**src/rtl/dcache_req_scheduler.sv**
```systemverilog
// dcache_req_scheduler: front-end for an event-triggered data cache model.
// Arbitrates a processor request FIFO against a single-entry snoop register,
// drives one command at a time onto the cache inputs and returns the captured
// hit/MESI response to whichever requester issued the command.
module dcache_req_scheduler #(
    parameter int FIFO_DEPTH   = 4,
    parameter int STARVE_LIMIT = 3,
    parameter int CLEAR_CYCLES = 16
) (
    input  logic        clk,
    input  logic        rst,
    input  logic        cpu_valid,
    output logic        cpu_ready,
    input  logic [3:0]  cpu_cmd,
    input  logic [31:0] cpu_addr,
    input  logic        snp_valid,
    output logic        snp_ready,
    input  logic [3:0]  snp_cmd,
    input  logic [31:0] snp_addr,
    output logic [3:0]  instruction,
    output logic [11:0] tag,
    output logic [13:0] index,
    output logic [5:0]  byte_offset,
    output logic [31:0] iteration,
    input  logic        hit_miss,
    input  logic [1:0]  MESI_MRU,
    output logic        rsp_valid,
    output logic        rsp_src,
    output logic        rsp_hit,
    output logic [1:0]  rsp_mesi,
    output logic        busy,
    output logic [15:0] err_count
);

    localparam int PTR_W    = $clog2(FIFO_DEPTH);
    localparam int STARVE_W = $clog2(STARVE_LIMIT + 1);
    localparam int CLR_W    = $clog2(CLEAR_CYCLES + 1);

    typedef enum logic [1:0] {
        IDLE,
        ISSUE,
        RESP,
        CLEAR
    } state_t;

    typedef struct packed {
        logic [3:0]  cmd;
        logic [31:0] addr;
    } req_t;

    // Command 8 keeps the cache port reserved while the cache clears itself.
    localparam logic [3:0] CMD_CLEAR = 4'd8;

    state_t              state;
    req_t                fifo_mem [FIFO_DEPTH];
    logic [PTR_W:0]      wr_ptr;
    logic [PTR_W:0]      rd_ptr;
    logic                fifo_empty;
    logic                fifo_full;
    req_t                fifo_head;
    req_t                snp_req;
    logic                snp_full;
    logic [STARVE_W-1:0] starve;
    logic [CLR_W-1:0]    clr_cnt;
    logic                cur_src;

    logic                cpu_push;
    logic                cpu_drop;
    logic                snp_push;
    logic                snp_drop;
    logic                grant_snp;
    logic                grant_cpu;
    req_t                win;
    logic [1:0]          err_inc;
    logic [16:0]         err_sum;

    function automatic logic cpu_legal(input logic [3:0] cmd);
        return (cmd == 4'd0) || (cmd == 4'd1) || (cmd == 4'd8) || (cmd == 4'd9);
    endfunction

    function automatic logic snp_legal(input logic [3:0] cmd);
        return (cmd == 4'd3) || (cmd == 4'd4);
    endfunction

    // The extra pointer bit distinguishes full from empty when indices match.
    assign fifo_empty = (wr_ptr == rd_ptr);
    assign fifo_full  = (wr_ptr[PTR_W] != rd_ptr[PTR_W]) &&
                        (wr_ptr[PTR_W-1:0] == rd_ptr[PTR_W-1:0]);
    assign fifo_head  = fifo_mem[rd_ptr[PTR_W-1:0]];

    // Readiness depends only on stored state, never on same-cycle pops or grants.
    assign cpu_ready = !fifo_full;
    assign snp_ready = !snp_full;
    assign busy      = (state != IDLE);

    assign cpu_push = cpu_valid && cpu_ready && cpu_legal(cpu_cmd);
    assign cpu_drop = cpu_valid && cpu_ready && !cpu_legal(cpu_cmd);
    assign snp_push = snp_valid && snp_ready && snp_legal(snp_cmd);
    assign snp_drop = snp_valid && snp_ready && !snp_legal(snp_cmd);

    assign err_inc = {1'b0, cpu_drop} + {1'b0, snp_drop};
    assign err_sum = {1'b0, err_count} + {15'd0, err_inc};

    // Arbitration: snoop wins unless the processor has been passed over too often.
    always_comb begin
        // NOTE: every output of a combinational block gets a default first, so no path infers a latch.
        grant_snp = 1'b0;
        grant_cpu = 1'b0;
        if (state == IDLE) begin
            if (snp_full && (fifo_empty || (starve < STARVE_W'(STARVE_LIMIT)))) begin
                grant_snp = 1'b1;
            end else if (!fifo_empty) begin
                grant_cpu = 1'b1;
            end
        end
    end

    assign win = grant_snp ? snp_req : fifo_head;

    // Processor FIFO storage.
    // NOTE: the storage array has no reset; the pointers define validity, so stale words are never read.
    always_ff @(posedge clk) begin
        if (cpu_push) begin
            fifo_mem[wr_ptr[PTR_W-1:0]] <= '{cmd: cpu_cmd, addr: cpu_addr};
        end
    end

    // Processor FIFO pointers: push on a legal handshake, pop on a processor grant.
    always_ff @(posedge clk or posedge rst) begin
        if (rst) begin
            wr_ptr <= '0;
            rd_ptr <= '0;
        end else begin
            // NOTE: clocked state uses non-blocking assignments so every register sees pre-edge values.
            if (cpu_push) begin
                wr_ptr <= wr_ptr + 1'b1;
            end
            if (grant_cpu) begin
                rd_ptr <= rd_ptr + 1'b1;
            end
        end
    end

    // Snoop holding register: filled on a legal handshake, drained by a snoop grant.
    always_ff @(posedge clk or posedge rst) begin
        if (rst) begin
            snp_full <= 1'b0;
            snp_req  <= '0;
        end else if (snp_push) begin
            snp_full <= 1'b1;
            snp_req  <= '{cmd: snp_cmd, addr: snp_addr};
        end else if (grant_snp) begin
            snp_full <= 1'b0;
        end
    end

    // Saturating count of dropped illegal commands from both ports.
    always_ff @(posedge clk or posedge rst) begin
        if (rst) begin
            err_count <= '0;
        end else if (err_sum[16]) begin
            err_count <= 16'hFFFF;
        end else begin
            err_count <= err_sum[15:0];
        end
    end

    // Scheduler FSM: owns the cache inputs, the response registers and the starve counter.
    always_ff @(posedge clk or posedge rst) begin
        if (rst) begin
            state       <= IDLE;
            instruction <= 4'hF;
            tag         <= '0;
            index       <= '0;
            byte_offset <= '0;
            iteration   <= '0;
            rsp_valid   <= 1'b0;
            rsp_src     <= 1'b0;
            rsp_hit     <= 1'b0;
            rsp_mesi    <= '0;
            starve      <= '0;
            clr_cnt     <= '0;
            cur_src     <= 1'b0;
        end else begin
            rsp_valid <= 1'b0;
            case (state)
                IDLE: begin
                    if (grant_snp || grant_cpu) begin
                        // Cache inputs only ever change on this edge.
                        instruction <= win.cmd;
                        tag         <= win.addr[31:20];
                        index       <= win.addr[19:6];
                        byte_offset <= win.addr[5:0];
                        iteration   <= iteration + 32'd1;
                        cur_src     <= grant_snp;
                        state       <= ISSUE;
                        if (grant_cpu || fifo_empty) begin
                            starve <= '0;
                        end else if (starve != STARVE_W'(STARVE_LIMIT)) begin
                            starve <= starve + 1'b1;
                        end
                    end
                end
                ISSUE: begin
                    if (instruction == CMD_CLEAR) begin
                        // CLEAR lasts CLEAR_CYCLES+1 cycles, so a command-8 slot
                        // spans 4+CLEAR_CYCLES-1 cycles including its IDLE cycle.
                        clr_cnt <= CLR_W'(CLEAR_CYCLES);
                        state   <= CLEAR;
                    end else begin
                        rsp_valid <= 1'b1;
                        rsp_hit   <= hit_miss;
                        rsp_mesi  <= MESI_MRU;
                        rsp_src   <= cur_src;
                        state     <= RESP;
                    end
                end
                RESP: begin
                    state <= IDLE;
                end
                CLEAR: begin
                    if (clr_cnt == '0) begin
                        state <= IDLE;
                    end else begin
                        clr_cnt <= clr_cnt - 1'b1;
                    end
                end
                default: begin
                    state <= IDLE;
                end
            endcase
        end
    end

endmodule
```
**config.mk**
```make
export PLATFORM = sky130hd
export DESIGN_NAME = dcache_req_scheduler
export DESIGN_NICKNAME = d
export VERILOG_FILES = /design/src/rtl/dcache_req_scheduler.sv
export SDC_FILE = /design/constraint.sdc
export NUM_CORES = 1
export LEC_CHECK = 0
export BUFFER_PORTS_ARGS = -buffer_cell sky130_fd_sc_hd__buf_2
export CELL_PAD_IN_SITES_DETAIL_PLACEMENT = 1
export CELL_PAD_IN_SITES_GLOBAL_PLACEMENT = 2
export CORE_ASPECT_RATIO = 1.2
export CORE_MARGIN = 5
export CORE_UTILIZATION = 43
export CTS_CLUSTER_DIAMETER = 100
export DETAILED_ROUTE_END_ITERATION = 12
export PLACE_DENSITY_LB_ADDON = 0.1
export SLEW_MARGIN = 20
export SYNTH_ARGS = -nofsm -noshare
export SYNTH_HDL_FRONTEND = slang
export SYNTH_SLANG_ARGS = --single-unit
```
**constraint.sdc**
```tcl
create_clock -name clk -period 9.97 [get_ports clk]
set_clock_uncertainty 0.2 [all_clocks]
set_input_delay 2.4925 -clock clk [delete_from_list [all_inputs] [get_ports clk]]
set_output_delay 2.4925 -clock clk [all_outputs]
set_load 0.03 [all_outputs]
```
; ---- After elaboration in Yosys (flattened, before gate mapping)
; Memories as Yosys holds them, arrays and structs flattened.
; Index checks and enable logic that the tools add are counted.
[totals]
register_bits = 142
ram_bits = 144
out_inout_bits = 92
n_memories = 1
[mem_list]
columns = memory, depth, word_bits, read_ports, rd_clocked_by_memory_dff, wr, line_no
row1 = fifo_mem, 4, 36, 1, 0, 1, 55  ; req_t fifo_mem [FIFO_DEPTH];
[op_classes]
addsub = 7
n_lt_le_gt_ge = 1
eq_ne = 17
muxes = 22
bitwise_logic = 1
n_reduce_logical = 31
[op_table]
columns = op, n
row1 = 36-bit two-way mux, 1
row2 = "32-bit by 1-bit adder with 32-bit output, second input constant", 1
row3 = 16-bit by 2-bit adder with 17-bit output, 1
row4 = 16-bit two-way mux, 1
row5 = "4-bit == test, second input constant", 3
row6 = 1-bit two-way mux, 12
row7 = 5-bit two-way mux, 2
row8 = 5-bit case mux with 2 select lines, 1
row9 = 1-bit logical AND, 8
row10 = 2-bit two-way mux, 4
row11 = "2-bit != test, second input constant", 4
row12 = 2-bit case mux with 4 select lines, 1
row13 = 2-bit nonzero test, 4
row14 = 1-bit logical OR, 7
row15 = "3-bit by 1-bit adder with 3-bit output, second input constant", 2
row16 = 2-bit AND reduction, 3
row17 = 3-bit AND reduction, 2
row18 = 5-bit zero test, 1
row19 = "5-bit by 1-bit subtractor with 5-bit output, second input constant", 1
row20 = "2-bit == test, second input constant", 2
row21 = "4-bit by 1-bit == test with 1-bit output, second input constant", 1
row22 = "4-bit by 2-bit == test with 1-bit output, second input constant", 1
row23 = "4-bit by 3-bit == test with 1-bit output, second input constant", 1
row24 = 1-bit zero test, 4
row25 = other kinds (11), 11

; ---- Longest topological paths before layout
; Gate-level depths: netlist (run 1).
[logic_depth]
word_depth = 9
mapped_depth = 12
depth_no_buf = 11

; ---- Worst setup path after synthesis (run 1)
; No wires, ideal clock.
[synth_path]
kind = input-to-reg
start = in snp_cmd[2]
end = reg err_count[0]
setup_time_ns = 0.068
arrival_time_ns = 4.451
required_ns = 9.702
setup_slack_ns = 5.251
cell_stages = 12
n_path_buf = 2
path_cell_list = or3b_1 a21o_1 nand3_1 fa_1 inv_1 ha_1 and2_1 clkbuf_1 nand4_1 or3_1 clkbuf_1 nand2_1
[synth_between]
elab_chain_cells = 7
[synth_rtl]
columns = item, line_no
row1 = start: declaration, 18  ; input logic [3:0] snp_cmd,
row2 = 4-bit by 2-bit == test with 1-bit output / 4-bit by 3-bit == test with 1-bit output (equally long branches), 82  ; return (cmd == 4'd3) || (cmd == 4'd4);
row3 = 1-bit logical OR *, 82
row4 = 1-bit zero test *, 99  ; assign snp_drop = snp_valid && snp_ready && !snp_legal(snp_cmd);
row5 = 1-bit logical AND *, 99
row6 = 1-bit by 1-bit adder with 2-bit output *, 101  ; assign err_inc = {1'b0, cpu_drop} + {1'b0, snp_drop};
row7 = 16-bit by 2-bit adder with 17-bit output *, 102  ; assign err_sum = {1'b0, err_count} + {15'd0, err_inc};
row8 = 16-bit two-way mux *, 161  ; end else if (err_sum[16]) begin
row9 = end signal: assignment, 164  ; err_count <= err_sum[15:0];
row10 = end: declaration, 32  ; output logic [15:0] err_count
; Every way passes the cells marked *; elsewhere a longest branch is shown, timed or not.
; A chain may end at the register's enable or synchronous reset.

; ---- Final worst setup path (run 1)
[layout_path]
start = reg rd_ptr[0]
end = out cpu_ready
[layout_between]
elab_chain_cells = 3
[layout_rtl]
columns = item, line_no
row1 = start: declaration, 57  ; logic [PTR_W:0] rd_ptr;
row2 = start signal: assignment, 139  ; rd_ptr <= rd_ptr + 1'b1;
row3 = 2-bit == test, 88  ; (wr_ptr[PTR_W-1:0] == rd_ptr[PTR_W-1:0]);
row4 = 1-bit logical AND, 87  ; assign fifo_full = (wr_ptr[PTR_W] != rd_ptr[PTR_W]) &&
row5 = 1-bit zero test, 92  ; assign cpu_ready = !fifo_full;
row6 = end: declaration, 13  ; output logic cpu_ready,
; No other way between the ends.

==> metrics.cfg, run 1 <==
[setup_path]
path_buf_inv=2
crit_chain=buf_4 > xor2_1 > nor2_2 > nand2_1 > buf_2
endpoint_kind=output pin
critPathMaxFanout=39
ff2ff_path_depth=11
crit_type=reg -> out
critPathTopFamily=buffers and inverters
cp.arrival_ps=2490
reg2reg_from=rd_ptr[0]
required_ps=7280
ff2ff_setup_slack_ps=6030
critPathSlowestCell=buf_4
crit_path_max_incr_delay_ps=630
regToRegEndpoint=err_count[2]
startpoint_type=flop

[layout]
drive_gt1_share_pct=33.13
finalNetCount=1032
stdcell_count=1301
syn2layout_area_growth_pct=18.55
antennaDiodeCount=0
layout_commonest_cell=buf_2
mostFrequentLayoutCells=buf_2 (170), edfxtp_1 (144), dfrtp_1 (136)
final_area_sq_um=13750
fillCellCount=2605

[synthesis]
synth.avg_cell_area_sq_um=15.02
mappedNetlistNets=862
synth_edf_count=144
ys_ff_latch=286
ys.flop_type=edfxtp_1
netlist_area_sq_um=11600
yosys_warnings=0
ys_types=56
syn_inst=772
async_reset_ff_share_pct=49.65
ys_seq_area_share_pct=67.96

[grt]
grt_usage_pct=18.37
antenna_found_initial=4
grt_pass1_vias=7945
grt_overflow=0
grt_max_degree=73
grt_pass1_wl_mm=44.68

[sta]
finalHoldWorstSlack_ps=281.2
setup_violations=0
tightestPinTransition_ps=1075
hold_viol_final=0
drv_slew=0
relSlewSlack_pct=28.26
clock.fmax_mhz=193.0
tns_ps=0
fin_crit_sh_pct=51.97
fin_crit_ps=5181
rsz0062_at_grt=no

[die]
fp.dieArea_sq_um=30370
die_h_um=189.9
start_util_pct=43.88
num_io_pins=171
die_x_um=159.9
fp-row-count=65
core-area_sq_um=26430

[placed_design]
dp.cells=1245
dp_hpwl_mm=17.83
placed_area_sq_um=12770
port_buffers=170
place_congestion=0.7933

[route]
drc=0
routed_wl_mm=27.96
drtIter0Drc=319
postRouteAntennaNets=0
vias=7059
wl_per_cell_um=21.49
vias_per_cell=5.426
firstDrtPassIters=4

[cts]
clock_latency_ps=540
postCtsHoldBufs=0
htreeDepth=1
post-cts-setup-buffers=0
clk_pin_slew_worst_paths_ps=60
clock-sinks=286
clockBufferDepth=3
post_cts_resized=0
numCtsBuffers=30
cts_tree=yes
root_buffer=clkbuf_16

[run]
maxCapViolCount=0

[run_status]
outcome=finished clean

[power]
power_density_nw_per_um2=298.9
leakagePower_nw=5.550
peakVddDrop_v=0.0001655

[hold_path]
hold_end=iteration[31]
holdPathStages=1
hp-class=reg -> reg
hold_start=iteration[31]

[worst max-delay path by stage]
stage / startpoint / end / depth (start not counted)
after global placement: snp_cmd[2] / err_count[2] / 11
after floorplan: rst / byte_offset[0] / 1
final: rd_ptr[0] / cpu_ready / 5
after global routing: rd_ptr[0] / cpu_ready / 5
after CTS: rd_ptr[0] / cpu_ready / 5
after detailed placement: snp_cmd[2] / err_count[2] / 11
[layout make-up]
| type | instances | area [sq um] | area share [%] |
|---|---|---|---|
| Clock inverter | 14 | 136.4 | 0.9918 |
| Sequential cell | 286 | 7885 | 57.34 |
| Tap cell | 335 | 419.2 | 3.048 |
| Timing Repair Buffer | 177 | 903.4 | 6.570 |
| Inverter | 13 | 53.80 | 0.3913 |
| Multi-Input combinational cell | 434 | 3506 | 25.50 |
| Clock buffer | 42 | 847.1 | 6.160 |
[metal layers]
| metal | global-route usage (%) | routed length (um) |
|---|---|---|
| met5 | 0 | 43 |
| met4 | 3.409 | 359 |
| met3 | 3.944 | 1494 |
| met2 | 33.23 | 14560 |
| met1 | 23.04 | 11500 |
[where the power goes]
group | switching (W) | total, W | internal, W
Sequential | 0.000169 | 0.00166 | 0.00149
Combinational | 0.000848 | 0.00134 | 0.000493
Clock | 0.000443 | 0.00111 | 0.000665
[state kept, by name, summed over array words and instances, names as in the netlist, 2 cells and up]
register	flops
fifo_mem	144
snp_req	36
iteration	32
err_count	16
index	14
tag	12
byte_offset	6
clr_cnt	5
instruction	4
rd_ptr	3
wr_ptr	3
rsp_mesi	2
starve	2
state	2
[kinds of logic after synthesis]
kind of cell	share of synthesized area [%]
AND/OR/NAND/NOR	10.53
adder cells (fa/ha/maj)	1.251
buffers and inverters	2.103
flip-flops	67.96
AO/OA/AOI/OAI	3.290
XOR/XNOR	3.916
multiplexers	10.95
[through the flow]
stage               setup WS, ps  utilization (%)  total power [W]
CTS                         4690            52.02         0.004179
global route                4494            52.02         0.004356
global placement            4948            48.30         0.002998
floorplan                   3475                -         0.002617
finish                      4789            52.02         0.004110
detailed placement          4848            48.30         0.003053
[worst reg2reg max path: stages, from the launching register on]
cell      delay (ps)
dfrtp_2          340
buf_4            630
xor2_1           560
o31ai_1          180
o21bai_1         210
fa_1             420
inv_1             70
ha_1             190
and2_1           260
nand4_1          110
or3_1            520
o21ai_0          170
[synth_stat cells, drive strengths merged (3+ instances only)]
library cell / n / share of area, %
nand3b: 3 / 0.19
xor2: 18 / 1.4
o21ai: 8 / 0.35
nand4: 16 / 0.86
or3: 3 / 0.17
nand3: 19 / 0.86
nor3: 28 / 1.3
inv: 13 / 0.42
mux4: 36 / 7.0
nor2: 90 / 3.0
xnor2: 33 / 2.5
clkbuf: 17 / 0.65
o31ai: 3 / 0.19
and2: 7 / 0.38
dfstp: 4 / 0.91
dfrtp: 138 / 30
ha: 10 / 1.1
and3: 10 / 0.55
nand2: 42 / 1.4
mux2: 39 / 3.8
buf: 22 / 1.0
edfxtp: 144 / 37
nor4: 15 / 0.81
and4: 6 / 0.47
o32ai: 24 / 1.8
(Power assumes the default switching activity.)
==> inputs of run 2 (changes only) <==
CORE_UTILIZATION = 36   (was 43)
clock period = 4.5 ns   (was 9.97 ns; I/O delays follow)
==> metrics.cfg, run 2 (synthesized netlist as in run 1, its figures left out) <==
[sta]
fin_crit_ps=3318
clock.fmax_mhz=301.4
finalHoldWorstSlack_ps=277.6  ; was 281.2 ps
drv_slew=0  ; unchanged
relSlewSlack_pct=33.88  ; was 28.26%
tightestPinTransition_ps=990.6  ; was 1075 ps
setup_violations=0  ; unchanged
fin_crit_sh_pct=73.74
hold_viol_final=0  ; unchanged
tns_ps=0  ; unchanged
rsz0062_at_grt=no  ; unchanged

[die]
fp.dieArea_sq_um=35920  ; was 30370 sq um
die_x_um=173.9  ; was 159.9 um
core-area_sq_um=32070  ; was 26430 sq um
die_h_um=206.6  ; was 189.9 um
start_util_pct=36.17  ; was 43.88%
num_io_pins=171  ; unchanged
fp-row-count=72  ; was 65

[grt]
grt_pass1_vias=8118  ; was 7945
grt_usage_pct=16.23  ; was 18.37%
antenna_found_initial=4  ; unchanged
grt_max_degree=143  ; was 73
grt_overflow=0  ; unchanged
grt_pass1_wl_mm=46.21  ; was 44.68 mm

[route]
routed_wl_mm=29.26  ; was 27.96 mm
top_layer=met5  ; unchanged
firstDrtPassIters=4  ; unchanged
postRouteAntennaNets=0  ; unchanged
wl_met3_mm=1.349  ; was 1.494 mm
drc=0  ; unchanged
wl_per_cell_um=21.16  ; was 21.49 um
drtIter0Drc=294  ; was 319
vias_per_cell=5.169  ; was 5.426
met1_length_mm=11.81  ; was 11.50 mm
vias=7149  ; was 7059
wl_met2_mm=15.54  ; was 14.56 mm

[power]
peakVddDrop_v=0.0003935  ; was 0.0001655 V
power_density_nw_per_um2=679.0  ; was 298.9 nW/um^2
leakagePower_nw=5.679  ; was 5.550 nW

[run_status]
outcome=finished clean  ; unchanged

[layout]
finalNetCount=1042  ; was 1032
fin_util_pct=43.90  ; was 52.02%
largest_register_ffs=144  ; unchanged
mostFrequentLayoutCells=buf_2 (170), edfxtp_1 (144), dfrtp_1 (136)  ; unchanged
stdcell_count=1383  ; was 1301
drive_gt1_share_pct=34.73  ; was 33.13%
final_area_sq_um=14080  ; was 13750 sq um
antennaDiodeCount=0  ; unchanged
syn2layout_area_growth_pct=21.38  ; was 18.55%
layout_commonest_cell=buf_2  ; unchanged

[placed_design]
place_congestion=0.7394  ; was 0.7933
port_buffers=170  ; unchanged
placed_area_sq_um=12930  ; was 12770 sq um
dp_hpwl_mm=19.38  ; was 17.83 mm
dp.cells=1326  ; was 1245

[setup_path]
ff2ff_path_depth=10  ; was 11
endpoint_kind=flop  ; was output pin
regToRegEndpoint=err_count[2]  ; unchanged
crit_type=reg -> reg  ; was reg -> out
startpoint_type=flop  ; unchanged
crit_path_end=err_count[2]  ; was cpu_ready
cp.arrival_ps=3590  ; was 2490 ps
ff2ff_setup_slack_ps=1180  ; was 6030 ps
critPathMaxFanout=12  ; was 39
required_ps=4770  ; was 7280 ps
reg2reg_from=wr_ptr[0]  ; was rd_ptr[0]
startpoint=wr_ptr[0]  ; was rd_ptr[0]

[cts]
root_buffer=clkbuf_16  ; unchanged
clock_latency_ps=560  ; was 540 ps
cts_tree=yes  ; unchanged
postCtsHoldBufs=0  ; unchanged
clk_pin_slew_worst_paths_ps=60  ; about the same
htreeDepth=1  ; unchanged
clockBufferDepth=3  ; unchanged
clock-sinks=286  ; unchanged
numCtsBuffers=31  ; was 30
post_cts_resized=0  ; unchanged
post-cts-setup-buffers=0  ; unchanged

[run]
maxCapViolCount=0  ; unchanged

[hold_path]
hp-class=reg -> reg  ; unchanged

[run 2: changes by cell type in the layout (fill, tap and decap cells not counted), moves of 2 or more]
cell,delta
buf_4,+8
bufinv_16,+6
clkbuf_1,-5
clkinv_1,-4
clkinv_2,+4
clkinvlp_4,+2
[run 2: where the power goes]
| part | switching, W | total (W) | internal [W] |
|---|---|---|---|
| Combinational | 0.00194 | 0.00305 | 0.00111 |
| Sequential | 0.000363 | 0.00367 | 0.00331 |
| Clock | 0.00104 | 0.00284 | 0.00180 |
[run 2: critical path, stage by stage (launching register included)]
cell	delay (ps)
dfrtp_1	420
xor2_1	500
o31ai_1	180
o21bai_1	210
fa_1	460
inv_1	80
ha_1	180
and2_1	250
nand4_1	110
or3_1	500
o21ai_0	160
[run 2: final cells by class]
type | instances | area, sq um
multi-input cells | 434 | 3505
repair buffers | 186 | 983.4
well taps | 407 | 509.2
inverters | 13 | 52.55
clock inverters | 21 | 329.1
clock buffers | 36 | 814.5
flip-flops and latches | 286 | 7885
fillers | 3269 | 17990
[run 2: how the worst min path moves through the flow]
stage	startpoint	end	slack [ps]	cells after the start
finish	iteration[31]	iteration[31]	280	1
global route	iteration[31]	iteration[31]	320	1
CTS	iteration[28]	iteration[28]	290	1
detailed placement	iteration[28]	iteration[28]	280	1
global placement	iteration[31]	iteration[31]	260	1
floorplan	cur_src	cur_src	240	2
[run 2: through the flow]
step                power, W  worst slack, ps
CTS                 0.009754             1129
detailed placement  0.006859            743.1
floorplan           0.005798             1148
global route         0.01012            868.4
finish              0.009559             1182
global placement    0.006755            846.6
[run 2: layer usage]
metal / up-vias / global-route usage (%)
met5: - / 0
met4: 8 / 3.904
met3: 43 / 3.260
met2: 154 / 30.21
met1: 3707 / 19.43
li1: 3237 / -
